## config.mk

```make
export PLATFORM = sky130hd
export DESIGN_NAME = multicycle_main_control_flat
export DESIGN_NICKNAME = d
export VERILOG_FILES = /design/src/rtl/cpu_ctrl_pkg.sv /design/src/rtl/multicycle_main_control_if.sv /design/src/rtl/opcode_decode.sv /design/src/rtl/multicycle_main_control.sv /design/src/flat_wrapper.sv
export SDC_FILE = /design/constraint.sdc
export NUM_CORES = 1
export LEC_CHECK = 0
export BUFFER_PORTS_ARGS = -buffer_cell sky130_fd_sc_hd__buf_2
export CORE_MARGIN = 2
export CORE_UTILIZATION = 52
export DETAILED_ROUTE_END_ITERATION = 8
export PLACE_DENSITY = 0.89
export RECOVER_POWER = 50
export SLEW_MARGIN = 5
export SYNTH_ARGS = -nofsm -noshare
export SYNTH_HDL_FRONTEND = slang
export SYNTH_SLANG_ARGS = --single-unit
export TNS_END_PERCENT = 50
```

## constraint.sdc

```tcl
create_clock -name clk -period 3.1 [get_ports clk]
set_input_delay 0 -clock clk [delete_from_list [all_inputs] [get_ports clk]]
set_output_delay 0 -clock clk [all_outputs]
set_load 0.1 [all_outputs]
```

## src/rtl/cpu_ctrl_pkg.sv

```systemverilog
// Shared encodings for the multicycle CPU control path: opcodes, alu_op codes,
// datapath mux selects and the main-control state numbering.
package cpu_ctrl_pkg;

   localparam logic [3:0] OP_RTYPE = 4'h0;
   localparam logic [3:0] OP_ADDI  = 4'h1;
   localparam logic [3:0] OP_ANDI  = 4'h2;
   localparam logic [3:0] OP_ORI   = 4'h3;
   localparam logic [3:0] OP_NORI  = 4'h4;
   localparam logic [3:0] OP_BEQ   = 4'h5;
   localparam logic [3:0] OP_BNE   = 4'h6;
   localparam logic [3:0] OP_SLTI  = 4'h7;
   localparam logic [3:0] OP_LW    = 4'h8;
   localparam logic [3:0] OP_SW    = 4'h9;
   localparam logic [3:0] OP_J     = 4'hA;

   // alu_op codes understood by alu_control
   localparam logic [2:0] ALU_OP_MEM    = 3'b000;
   localparam logic [2:0] ALU_OP_NORI   = 3'b001;
   localparam logic [2:0] ALU_OP_BRANCH = 3'b010;
   localparam logic [2:0] ALU_OP_ANDI   = 3'b011;
   localparam logic [2:0] ALU_OP_RTYPE  = 3'b100;
   localparam logic [2:0] ALU_OP_SLTI   = 3'b101;
   localparam logic [2:0] ALU_OP_ADDI   = 3'b110;
   localparam logic [2:0] ALU_OP_ORI    = 3'b111;

   localparam logic [1:0] ALUB_RT   = 2'b00;
   localparam logic [1:0] ALUB_TWO  = 2'b01;
   localparam logic [1:0] ALUB_SEXT = 2'b10;
   localparam logic [1:0] ALUB_ZEXT = 2'b11;

   localparam logic [1:0] PC_SRC_ALU    = 2'b00;
   localparam logic [1:0] PC_SRC_BRANCH = 2'b01;
   localparam logic [1:0] PC_SRC_JUMP   = 2'b10;

   typedef enum logic [3:0] {
      ST_FETCH    = 4'd0,
      ST_DECODE   = 4'd1,
      ST_EXEC_R   = 4'd2,
      ST_EXEC_I   = 4'd3,
      ST_ADDR     = 4'd4,
      ST_MEM_RD   = 4'd5,
      ST_MEM_WR   = 4'd6,
      ST_WB_ALU   = 4'd7,
      ST_WB_MEM   = 4'd8,
      ST_BRANCH   = 4'd9,
      ST_JUMP     = 4'd10,
      ST_HALT_ILL = 4'd11
   } state_e;

   typedef enum logic [2:0] {
      CLS_R, CLS_I, CLS_MEM, CLS_BRANCH, CLS_JUMP, CLS_ILLEGAL
   } op_class_e;

endpackage

```

## src/rtl/multicycle_main_control_if.sv

```systemverilog
// Control bundle between the main control FSM (master) and the datapath (slave).
// opcode/zero/mem_ready flow into the controller; everything else flows out.
interface multicycle_main_control_if;
   logic [3:0] opcode;
   logic       zero;
   logic       mem_ready;
   logic [2:0] alu_op;
   logic       alu_src_a;
   logic [1:0] alu_src_b;
   logic       ir_write;
   logic       pc_write;
   logic [1:0] pc_src;
   logic       mem_read;
   logic       mem_write;
   logic       i_or_d;
   logic       reg_write;
   logic       reg_dst;
   logic       mem_to_reg;
   logic       illegal_op;
   logic       mem_timeout;
   logic [3:0] state_dbg;

   modport master (
      input  opcode, zero, mem_ready,
      output alu_op, alu_src_a, alu_src_b, ir_write, pc_write, pc_src,
             mem_read, mem_write, i_or_d, reg_write, reg_dst, mem_to_reg,
             illegal_op, mem_timeout, state_dbg
   );

   modport slave (
      output opcode, zero, mem_ready,
      input  alu_op, alu_src_a, alu_src_b, ir_write, pc_write, pc_src,
             mem_read, mem_write, i_or_d, reg_write, reg_dst, mem_to_reg,
             illegal_op, mem_timeout, state_dbg
   );
endinterface

```

## src/rtl/opcode_decode.sv

```systemverilog
// Combinational opcode classifier; shared by the DECODE dispatch and the
// EXEC_I operand/alu_op selection.
module opcode_decode
   import cpu_ctrl_pkg::*;
(
   input  logic [3:0] opcode_i,
   output op_class_e  op_class_o,
   output logic [2:0] alu_op_o,
   output logic       zext_imm_o,
   output logic       is_rtype_o,
   output logic       illegal_o
);

   always_comb begin
      op_class_o = CLS_ILLEGAL;
      alu_op_o   = ALU_OP_MEM;
      zext_imm_o = 1'b0;
      case (opcode_i)
         OP_RTYPE: begin op_class_o = CLS_R;      alu_op_o = ALU_OP_RTYPE;  end
         OP_ADDI:  begin op_class_o = CLS_I;      alu_op_o = ALU_OP_ADDI;   end
         OP_ANDI:  begin op_class_o = CLS_I;      alu_op_o = ALU_OP_ANDI;  zext_imm_o = 1'b1; end
         OP_ORI:   begin op_class_o = CLS_I;      alu_op_o = ALU_OP_ORI;   zext_imm_o = 1'b1; end
         OP_NORI:  begin op_class_o = CLS_I;      alu_op_o = ALU_OP_NORI;  zext_imm_o = 1'b1; end
         OP_SLTI:  begin op_class_o = CLS_I;      alu_op_o = ALU_OP_SLTI;   end
         OP_BEQ,
         OP_BNE:   begin op_class_o = CLS_BRANCH; alu_op_o = ALU_OP_BRANCH; end
         OP_LW,
         OP_SW:    begin op_class_o = CLS_MEM;    alu_op_o = ALU_OP_MEM;    end
         OP_J:     begin op_class_o = CLS_JUMP;   end
         default:  begin op_class_o = CLS_ILLEGAL; end
      endcase
   end

   assign is_rtype_o = (opcode_i == OP_RTYPE);
   assign illegal_o  = (op_class_o == CLS_ILLEGAL);

endmodule

```

## src/rtl/multicycle_main_control.sv

```systemverilog
// Multicycle main control FSM: fetch/decode/execute/memory/writeback sequencing
// with a bounded memory wait and a sticky illegal-opcode halt.
module multicycle_main_control
   import cpu_ctrl_pkg::*;
#(
   parameter int MEM_TIMEOUT = 15
)(
   input logic                        clk,
   input logic                        rst,
   multicycle_main_control_if.master  bus
);

   localparam int CNT_W = $clog2(MEM_TIMEOUT + 1);

   state_e             state_q, state_d;
   logic [CNT_W-1:0]   cnt_q, cnt_d;
   logic               illegal_q, illegal_d;
   logic               at_limit;

   op_class_e          dec_class;
   logic [2:0]         dec_alu_op;
   logic               dec_zext, dec_is_rtype, dec_illegal;

   opcode_decode u_decode (
      .opcode_i   (bus.opcode),
      .op_class_o (dec_class),
      .alu_op_o   (dec_alu_op),
      .zext_imm_o (dec_zext),
      .is_rtype_o (dec_is_rtype),
      .illegal_o  (dec_illegal)
   );

   assign at_limit       = (cnt_q == CNT_W'(MEM_TIMEOUT));
   assign bus.illegal_op = illegal_q;
   assign bus.state_dbg  = state_q;

   always_ff @(posedge clk) begin
      if (rst) begin
         state_q   <= ST_FETCH;
         cnt_q     <= '0;
         illegal_q <= 1'b0;
      end else begin
         state_q   <= state_d;
         cnt_q     <= cnt_d;
         illegal_q <= illegal_d;
      end
   end

   // Outputs are forced idle while rst is high so an abandoned instruction
   // cannot write anything in the reset cycle.
   always_comb begin
      state_d         = state_q;
      cnt_d           = '0;
      illegal_d       = illegal_q;
      bus.alu_op      = ALU_OP_MEM;
      bus.alu_src_a   = 1'b0;
      bus.alu_src_b   = ALUB_RT;
      bus.ir_write    = 1'b0;
      bus.pc_write    = 1'b0;
      bus.pc_src      = PC_SRC_ALU;
      bus.mem_read    = 1'b0;
      bus.mem_write   = 1'b0;
      bus.i_or_d      = 1'b0;
      bus.reg_write   = 1'b0;
      bus.reg_dst     = 1'b0;
      bus.mem_to_reg  = 1'b0;
      bus.mem_timeout = 1'b0;
      if (!rst) begin
         case (state_q)
            ST_FETCH: begin
               bus.alu_src_b = ALUB_TWO;
               if (bus.mem_ready) begin
                  bus.mem_read = 1'b1;
                  bus.ir_write = 1'b1;
                  bus.pc_write = 1'b1;
                  state_d      = ST_DECODE;
               end else if (at_limit) begin
                  bus.mem_timeout = 1'b1;
               end else begin
                  bus.mem_read = 1'b1;
                  cnt_d        = cnt_q + CNT_W'(1);
               end
            end
            ST_DECODE: begin
               bus.alu_src_b = ALUB_SEXT;
               if (dec_illegal) begin
                  state_d   = ST_HALT_ILL;
                  illegal_d = 1'b1;
               end else begin
                  case (dec_class)
                     CLS_R:      state_d = ST_EXEC_R;
                     CLS_I:      state_d = ST_EXEC_I;
                     CLS_MEM:    state_d = ST_ADDR;
                     CLS_BRANCH: state_d = ST_BRANCH;
                     CLS_JUMP:   state_d = ST_JUMP;
                     default:    state_d = ST_HALT_ILL;
                  endcase
               end
            end
            ST_EXEC_R: begin
               bus.alu_src_a = 1'b1;
               bus.alu_op    = ALU_OP_RTYPE;
               state_d       = ST_WB_ALU;
            end
            ST_EXEC_I: begin
               bus.alu_src_a = 1'b1;
               bus.alu_src_b = dec_zext ? ALUB_ZEXT : ALUB_SEXT;
               bus.alu_op    = dec_alu_op;
               state_d       = ST_WB_ALU;
            end
            ST_ADDR: begin
               bus.alu_src_a = 1'b1;
               bus.alu_src_b = ALUB_SEXT;
               state_d       = (bus.opcode == OP_LW) ? ST_MEM_RD : ST_MEM_WR;
            end
            ST_MEM_RD, ST_MEM_WR: begin
               if (bus.mem_ready || !at_limit) begin
                  bus.mem_read  = (state_q == ST_MEM_RD);
                  bus.mem_write = (state_q == ST_MEM_WR);
                  bus.i_or_d    = 1'b1;
               end
               if (bus.mem_ready)
                  state_d = (state_q == ST_MEM_RD) ? ST_WB_MEM : ST_FETCH;
               else if (at_limit) begin
                  bus.mem_timeout = 1'b1;
                  state_d         = ST_FETCH;
               end else
                  cnt_d = cnt_q + CNT_W'(1);
            end
            ST_WB_ALU: begin
               bus.reg_write = 1'b1;
               bus.reg_dst   = dec_is_rtype;
               state_d       = ST_FETCH;
            end
            ST_WB_MEM: begin
               bus.reg_write  = 1'b1;
               bus.mem_to_reg = 1'b1;
               state_d        = ST_FETCH;
            end
            ST_BRANCH: begin
               bus.alu_src_a = 1'b1;
               bus.alu_op    = ALU_OP_BRANCH;
               if ((bus.opcode == OP_BEQ && bus.zero) || (bus.opcode == OP_BNE && !bus.zero)) begin
                  bus.pc_write = 1'b1;
                  bus.pc_src   = PC_SRC_BRANCH;
               end
               state_d = ST_FETCH;
            end
            ST_JUMP: begin
               bus.pc_write = 1'b1;
               bus.pc_src   = PC_SRC_JUMP;
               state_d      = ST_FETCH;
            end
            ST_HALT_ILL: state_d = ST_HALT_ILL;
            default:     state_d = ST_FETCH;
         endcase
      end
   end

endmodule

```

## src/flat_wrapper.sv

```systemverilog
// flat-port wrapper written by rule: the top's interface ports become plain ports
module multicycle_main_control_flat import cpu_ctrl_pkg::*;
#(
   parameter int MEM_TIMEOUT = 15
)
  (clk, rst, bus_opcode, bus_zero, bus_mem_ready, bus_alu_op, bus_alu_src_a, bus_alu_src_b, bus_ir_write, bus_pc_write, bus_pc_src, bus_mem_read, bus_mem_write, bus_i_or_d, bus_reg_write, bus_reg_dst, bus_mem_to_reg, bus_illegal_op, bus_mem_timeout, bus_state_dbg);
  multicycle_main_control_if bus_i ();
  input logic clk;
  input logic rst;
  input wire logic [$bits(bus_i.opcode)-1:0] bus_opcode;
  input wire logic [$bits(bus_i.zero)-1:0] bus_zero;
  input wire logic [$bits(bus_i.mem_ready)-1:0] bus_mem_ready;
  output wire logic [$bits(bus_i.alu_op)-1:0] bus_alu_op;
  output wire logic [$bits(bus_i.alu_src_a)-1:0] bus_alu_src_a;
  output wire logic [$bits(bus_i.alu_src_b)-1:0] bus_alu_src_b;
  output wire logic [$bits(bus_i.ir_write)-1:0] bus_ir_write;
  output wire logic [$bits(bus_i.pc_write)-1:0] bus_pc_write;
  output wire logic [$bits(bus_i.pc_src)-1:0] bus_pc_src;
  output wire logic [$bits(bus_i.mem_read)-1:0] bus_mem_read;
  output wire logic [$bits(bus_i.mem_write)-1:0] bus_mem_write;
  output wire logic [$bits(bus_i.i_or_d)-1:0] bus_i_or_d;
  output wire logic [$bits(bus_i.reg_write)-1:0] bus_reg_write;
  output wire logic [$bits(bus_i.reg_dst)-1:0] bus_reg_dst;
  output wire logic [$bits(bus_i.mem_to_reg)-1:0] bus_mem_to_reg;
  output wire logic [$bits(bus_i.illegal_op)-1:0] bus_illegal_op;
  output wire logic [$bits(bus_i.mem_timeout)-1:0] bus_mem_timeout;
  output wire logic [$bits(bus_i.state_dbg)-1:0] bus_state_dbg;
  assign bus_i.opcode = bus_opcode;
  assign bus_i.zero = bus_zero;
  assign bus_i.mem_ready = bus_mem_ready;
  assign bus_alu_op = bus_i.alu_op;
  assign bus_alu_src_a = bus_i.alu_src_a;
  assign bus_alu_src_b = bus_i.alu_src_b;
  assign bus_ir_write = bus_i.ir_write;
  assign bus_pc_write = bus_i.pc_write;
  assign bus_pc_src = bus_i.pc_src;
  assign bus_mem_read = bus_i.mem_read;
  assign bus_mem_write = bus_i.mem_write;
  assign bus_i_or_d = bus_i.i_or_d;
  assign bus_reg_write = bus_i.reg_write;
  assign bus_reg_dst = bus_i.reg_dst;
  assign bus_mem_to_reg = bus_i.mem_to_reg;
  assign bus_illegal_op = bus_i.illegal_op;
  assign bus_mem_timeout = bus_i.mem_timeout;
  assign bus_state_dbg = bus_i.state_dbg;
  multicycle_main_control #(.MEM_TIMEOUT(MEM_TIMEOUT)) u_core (.clk(clk), .rst(rst), .bus(bus_i));
endmodule
```

== Word level (Yosys, flattened, before mapping) ==
Index checks and enable logic that the tools add are counted.

* Bits in registers: 9
* Output and inout bits: 22
* Word-level logic and storage cells: 104

* $add $sub $neg: 1
* Equality and inequality tests: 29
* Multiplexer cells: 48
* Bitwise logic cells: 1
* Reductions and logical operators: 22

{| class="wikitable"
|+ Operator list
! cell !! count
|-
| 4-bit by 3-bit == test with 1-bit output, second input constant || 8
|-
| 4-bit == test, second input constant || 8
|-
| 1-bit 2-to-1 mux || 30
|-
| 4-bit case mux with 6 select lines || 1
|-
| 3-bit case mux with 7 select lines || 1
|-
| 4-bit 2-to-1 mux || 5
|-
| 4-bit case mux with 5 select lines || 1
|-
| 4-bit by 2-bit == test with 1-bit output, second input constant || 4
|-
| 3-bit case mux with 5 select lines || 1
|-
| 2-bit OR reduction || 6
|-
| 3-bit case mux with 3 select lines || 1
|-
| 4-bit by 1-bit == test with 1-bit output, second input constant || 2
|-
| 4-bit zero test || 2
|-
| 4-bit OR reduction || 2
|-
| 3-bit by 2-bit == test with 1-bit output, second input constant || 2
|-
| 3-bit == test, second input constant || 2
|-
| 2-bit 2-to-1 mux || 3
|-
| 2-bit case mux with 3 select lines || 1
|-
| 3-bit OR reduction || 2
|-
| 5-bit OR reduction || 1
|-
| 4-bit by 1-bit adder with 4-bit output, second input constant || 1
|-
| 2-bit case mux with 2 select lines || 1
|-
| 2-bit AND reduction || 2
|-
| 3-bit by 1-bit == test with 1-bit output, second input constant || 1
|-
| 10 further kinds || 13
|}

== Depth between registers and ports, before layout ==
* Word-level depth: 7
* Gate-level depth with buffers: 6
* Gate-level depth less buffers: 5

== By module ==
From an unflattened synthesis, not the netlist that was laid out.

* Cell total of the unflattened synthesis: 137
* Area total of the unflattened synthesis: 984.7 µm²

{| class="wikitable"
|+ By module, submodules not included
! module !! times used !! cells an instance !! area each (µm²) !! sequential area each (µm²)
|-
| multicycle_main_control || 1 || 109 || 835.8 || 180.2
|-
| opcode_decode || 1 || 28 || 148.9 || 0.0
|}

== Worst setup path after synthesis ==
OpenSTA, ideal clock, no wires.

* Kind: register to output
* Start point: register u_core.state_q[1], in the netlist u_core.bus.state_dbg[1]
* End point: output port bus_i_or_d
* Arrival: 4.591 ns
* Required time: 3.100 ns
* Setup slack: -1.491 ns
* Cell stages (with the launch flop): 4
* Path buffers: 1
* Path through: dfxtp_1 > buf_2 > xor2_1 > nor4b_1

* Cells in the longest elaborated chain, start to end: 4

{| class="wikitable"
|+ RTL lines
! item !! RTL line !! text
|-
| start, declared || multicycle_main_control.sv:15 || <nowiki>state_e state_q, state_d;</nowiki>
|-
| start signal, assigned || multicycle_main_control.sv:43 || <nowiki>state_q <= state_d;</nowiki>
|-
| 4-bit by 3-bit == test with 1-bit output || multicycle_main_control.sv:69 || <nowiki>case (state_q)</nowiki>
|-
| 2-bit OR reduction * || multicycle_main_control.sv:69 ||
|-
| 1-bit 2-to-1 mux * || multicycle_main_control.sv:69 ||
|-
| 1-bit 2-to-1 mux * || multicycle_main_control.sv:68 || <nowiki>if (!rst) begin</nowiki>
|-
| end, declared || flat_wrapper.sv:21 || <nowiki>output wire logic [$bits(bus_i.i_or_d)-1:0] bus_i_or_d;</nowiki>
|}

Mark *: on every way between the ends. The rest lies on a longest branch, timed or not.

== Worst setup path after layout ==
* Start point: register u_core.state_q[1], in the netlist u_core.bus.state_dbg[1]
* End point: output port bus_mem_timeout

* Cells in the longest elaborated chain, start to end: 4

{| class="wikitable"
|+ RTL lines
! item !! RTL line !! text
|-
| 4-bit by 3-bit == test with 1-bit output or 4-bit zero test (tied branches) || multicycle_main_control.sv:69 ||
|-
| 3-bit OR reduction (no line) * || n/a ||
|-
| 1-bit 2-to-1 mux * || n/a ||
|-
| 1-bit 2-to-1 mux * || multicycle_main_control.sv:68 ||
|-
| end, declared || flat_wrapper.sv:26 || <nowiki>output wire logic [$bits(bus_i.mem_timeout)-1:0] bus_mem_timeout;</nowiki>
|}

Marks and branches as above.

==> summary.txt <==
Clocking
  – Clk sinks: 9
  – CTS tree: yes
  – Root Driver: clkbuf_4
  – Hold buffers post-CTS: 0
  – Max H-tree Level: 1
  – # resized after CTS: 0
  – Post-CTS Setup Inserts: 0
  – TritonCTS Buffers: 3
  – Clk pin slew, worst setup/hold paths: 60 ps
  – CTS Buffer Depth: 2
  – Clock latency on the worst-skew pair: 260 ps

Setup path
  – Critical path's top delay family: flip-flops
  – Req. time, crit path: 3100 ps
  – Setup CP Type: register to output port
  – Crit path DAT: 2320 ps
  – CP cell instances: xor2_1 > a21oi_1 > or3_1 > nor2_1 > buf_2
  – Slowest CP cell: dfxtp_1
  – Slowest cell delay on critical path: 720 ps
  – CP Launch Type: register
  – Critical Path Fanout Max: 20
  – Buf/Inv on CP: 1
  – Critical path capture point type: output port

STA
  – Fin. max-slew vios: 0
  – Layout Skew: 6.96 ps
  – RSZ-0062 raised after global routing: no
  – Slew headroom: 22.3%
  – Final cycle utilization of the critical path: 74.7%
  – Tmin final: 2320 ps
  – Fmax: 432 MHz
  – Final Hold Vio Count: 0
  – Least-Margin Pin Slew: 1170 ps
  – Final setup vio count: 0
  – Setup tns final: 0 ps

Drt
  – Number of DRC markers in iteration 0: 17
  – Post-Route WL: 2360 um
  – Drt drc: 0
  – Average vias per placed instance: 5.82
  – DR WL/cell: 13.6 um
  – DRT antenna net count: 0
  – Detailed Routing Iterations Pass 1: 4
  – Routed via count: 1012

GRT
  – Total grt overflow: 0
  – Vias in the first global route: 827
  – Initial antenna violation count: 0
  – Largest net degree at the start of global routing: 23
  – Tot GR Track Use: 23.6%
  – Global-route wire length before repair: 3710 um

Yosys
  – Post-synthesis sequential area ratio: 19.4%
  – Syn nets: 137
  – Synth Instances: 128
  – Unique masters post-synth: 45
  – Synth Flop Type: dfxtp_1
  – Post-synth top cells: nor2_1, nor3_1, dfxtp_1, nand2_1
  – Count leader, synth: nor2_1
  – Number of synthesized flops with an enable pin: 0
  – Most area-hungry cell type in the Yosys netlist: dfxtp_1
  – Post-synthesis cell area: 931 um^2
  – Top-area cell type share of the netlist area: 19.4%
  – Syn_area_per_cell: 7.27 um^2
  – Synthesized flop and latch total: 9
  – Ys Warns: 0
  – FFs w/ async S/R, synth: 0%
  – Largest cells by area after synthesis: dfxtp_1, nor2_1, nor3_1

Placement
  – Post-DP HPWL: 1770 um
  – Inst Count DP: 170
  – Port-buffer cells: 29
  – RePlAce Congestion: 0.962

Layout
  – Final non-filler cell total: 174
  – Area grow syn2layout: 15.9%
  – Fraction of layout cells with a size suffix above 1: 24.8%
  – Util after Layout: 63.2%
  – Fillers: 162
  – Final Net Count: 159
  – Antenna Cells: 0

Status
  – Status: complete, no violations

Floorplan
  – FP Rows: 15
  – Initial core utilization: 54.5%
  – Die ar.: 2140 um^2
  – Die Height: 46.3 um
  – # IOs: 30
  – CORE AREA: 1710 um^2
  – Die Wd: 46.3 um

Power
  – Lkg Pwr: 0.000436 uW
  – PD cells: 1060 nW/um^2
  – Worst VDD drop: 518 uV

Min path
  – Hold Crit Class: input pin to register

Run
  – # Max-Cap Violations: 0
[state kept, by name, indices dropped and copies added, names as in the netlist]
name and count:
u_core.bus.state_dbg 4, u_core.bus.illegal_op 1, u_core.cnt_q 4
[worst paths after layout]
| kind | from | to | slack, ps | cells after the start |
|---|---|---|---|---|
| hold reg to reg | u_core.cnt_q[0] | u_core.cnt_q[0] | 480 | 1 |
| setup reg to reg | u_core.bus.state_dbg[2] | u_core.bus.state_dbg[3] | 1220 | 4 |
| hold / removal | rst | u_core.bus.state_dbg[1] | 90 | 2 |
| setup / recovery | u_core.bus.state_dbg[1] | bus_mem_timeout | 780 | 5 |
[cell usage in the layout, fill, tap and decap left out, types with 4 or more instances in the layout]
cell type  synthesis  routed
buf_2              4      20
nor2_1            17      17
clkbuf_1           5      10
nor3_1            10       9
nand2_1            7       7
dfxtp_1            9       7
nor2b_1            5       5
a21oi_1            5       5
and3_1             5       5
o21ai_0            5       5
or3_1              3       4
[cell families (layout without fill, tap and decap cells)]
family                     count (synthesis)  in the layout  synth area share (%)
and+or+nand+nor                           66             66                  41.5
AOI/OAI and AO/OA                         30             30                  22.3
buffers and inverters                     14             35                  7.39
DFF                                        9              9                  19.4
xor gates and xnor gates                   5              5                  4.71
muxes                                      3              3                  3.36
adders and majority gates                  1              1                  1.34
[per-stage QoR]
step                      cell area [um^2]  hold slack (ps)  worst slack (ps)  total power [uW]
final                                 1080             93.6               784              1150
after detailed placement              1080              345              1100              1070
after CTS                             1100             75.9               801              1160
after global placement                1080              343              1160              1050
after global routing                  1080              103               623              1210
after floorplan                        962              209              -600               970
[layer usage]
| layer | up-vias | GRT usage, % | part of all wire, % |
|---|---|---|---|
| met5 | - | 0 | 0 |
| met4 | 0 | 0.571 | 0 |
| met3 | 0 | 7.06 | 6.0 |
| met2 | 42 | 37.5 | 46 |
| met1 | 458 | 33.1 | 48 |
| li1 | 512 | - | - |
[layout make-up]
type                            instances  area, um^2  share of cell area (%)
Sequential cell                         9         183                    16.9
Multi-Input combinational cell        105         697                    64.6
Clock buffer                            4        26.3                    2.44
Tap cell                               25        31.3                    2.90
Timing Repair Buffer                   29         134                    12.4
Inverter                                2        7.51                   0.696
[where the power goes]
part | internal (uW) | total, uW | switching, uW
Clock | 49.6 | 90.0 | 40.4
Sequential | 144 | 246 | 102
Combinational | 179 | 811 | 632
Total | 372 | 1150 | 774
No activity file was read; power rests on OpenSTA's default activity.
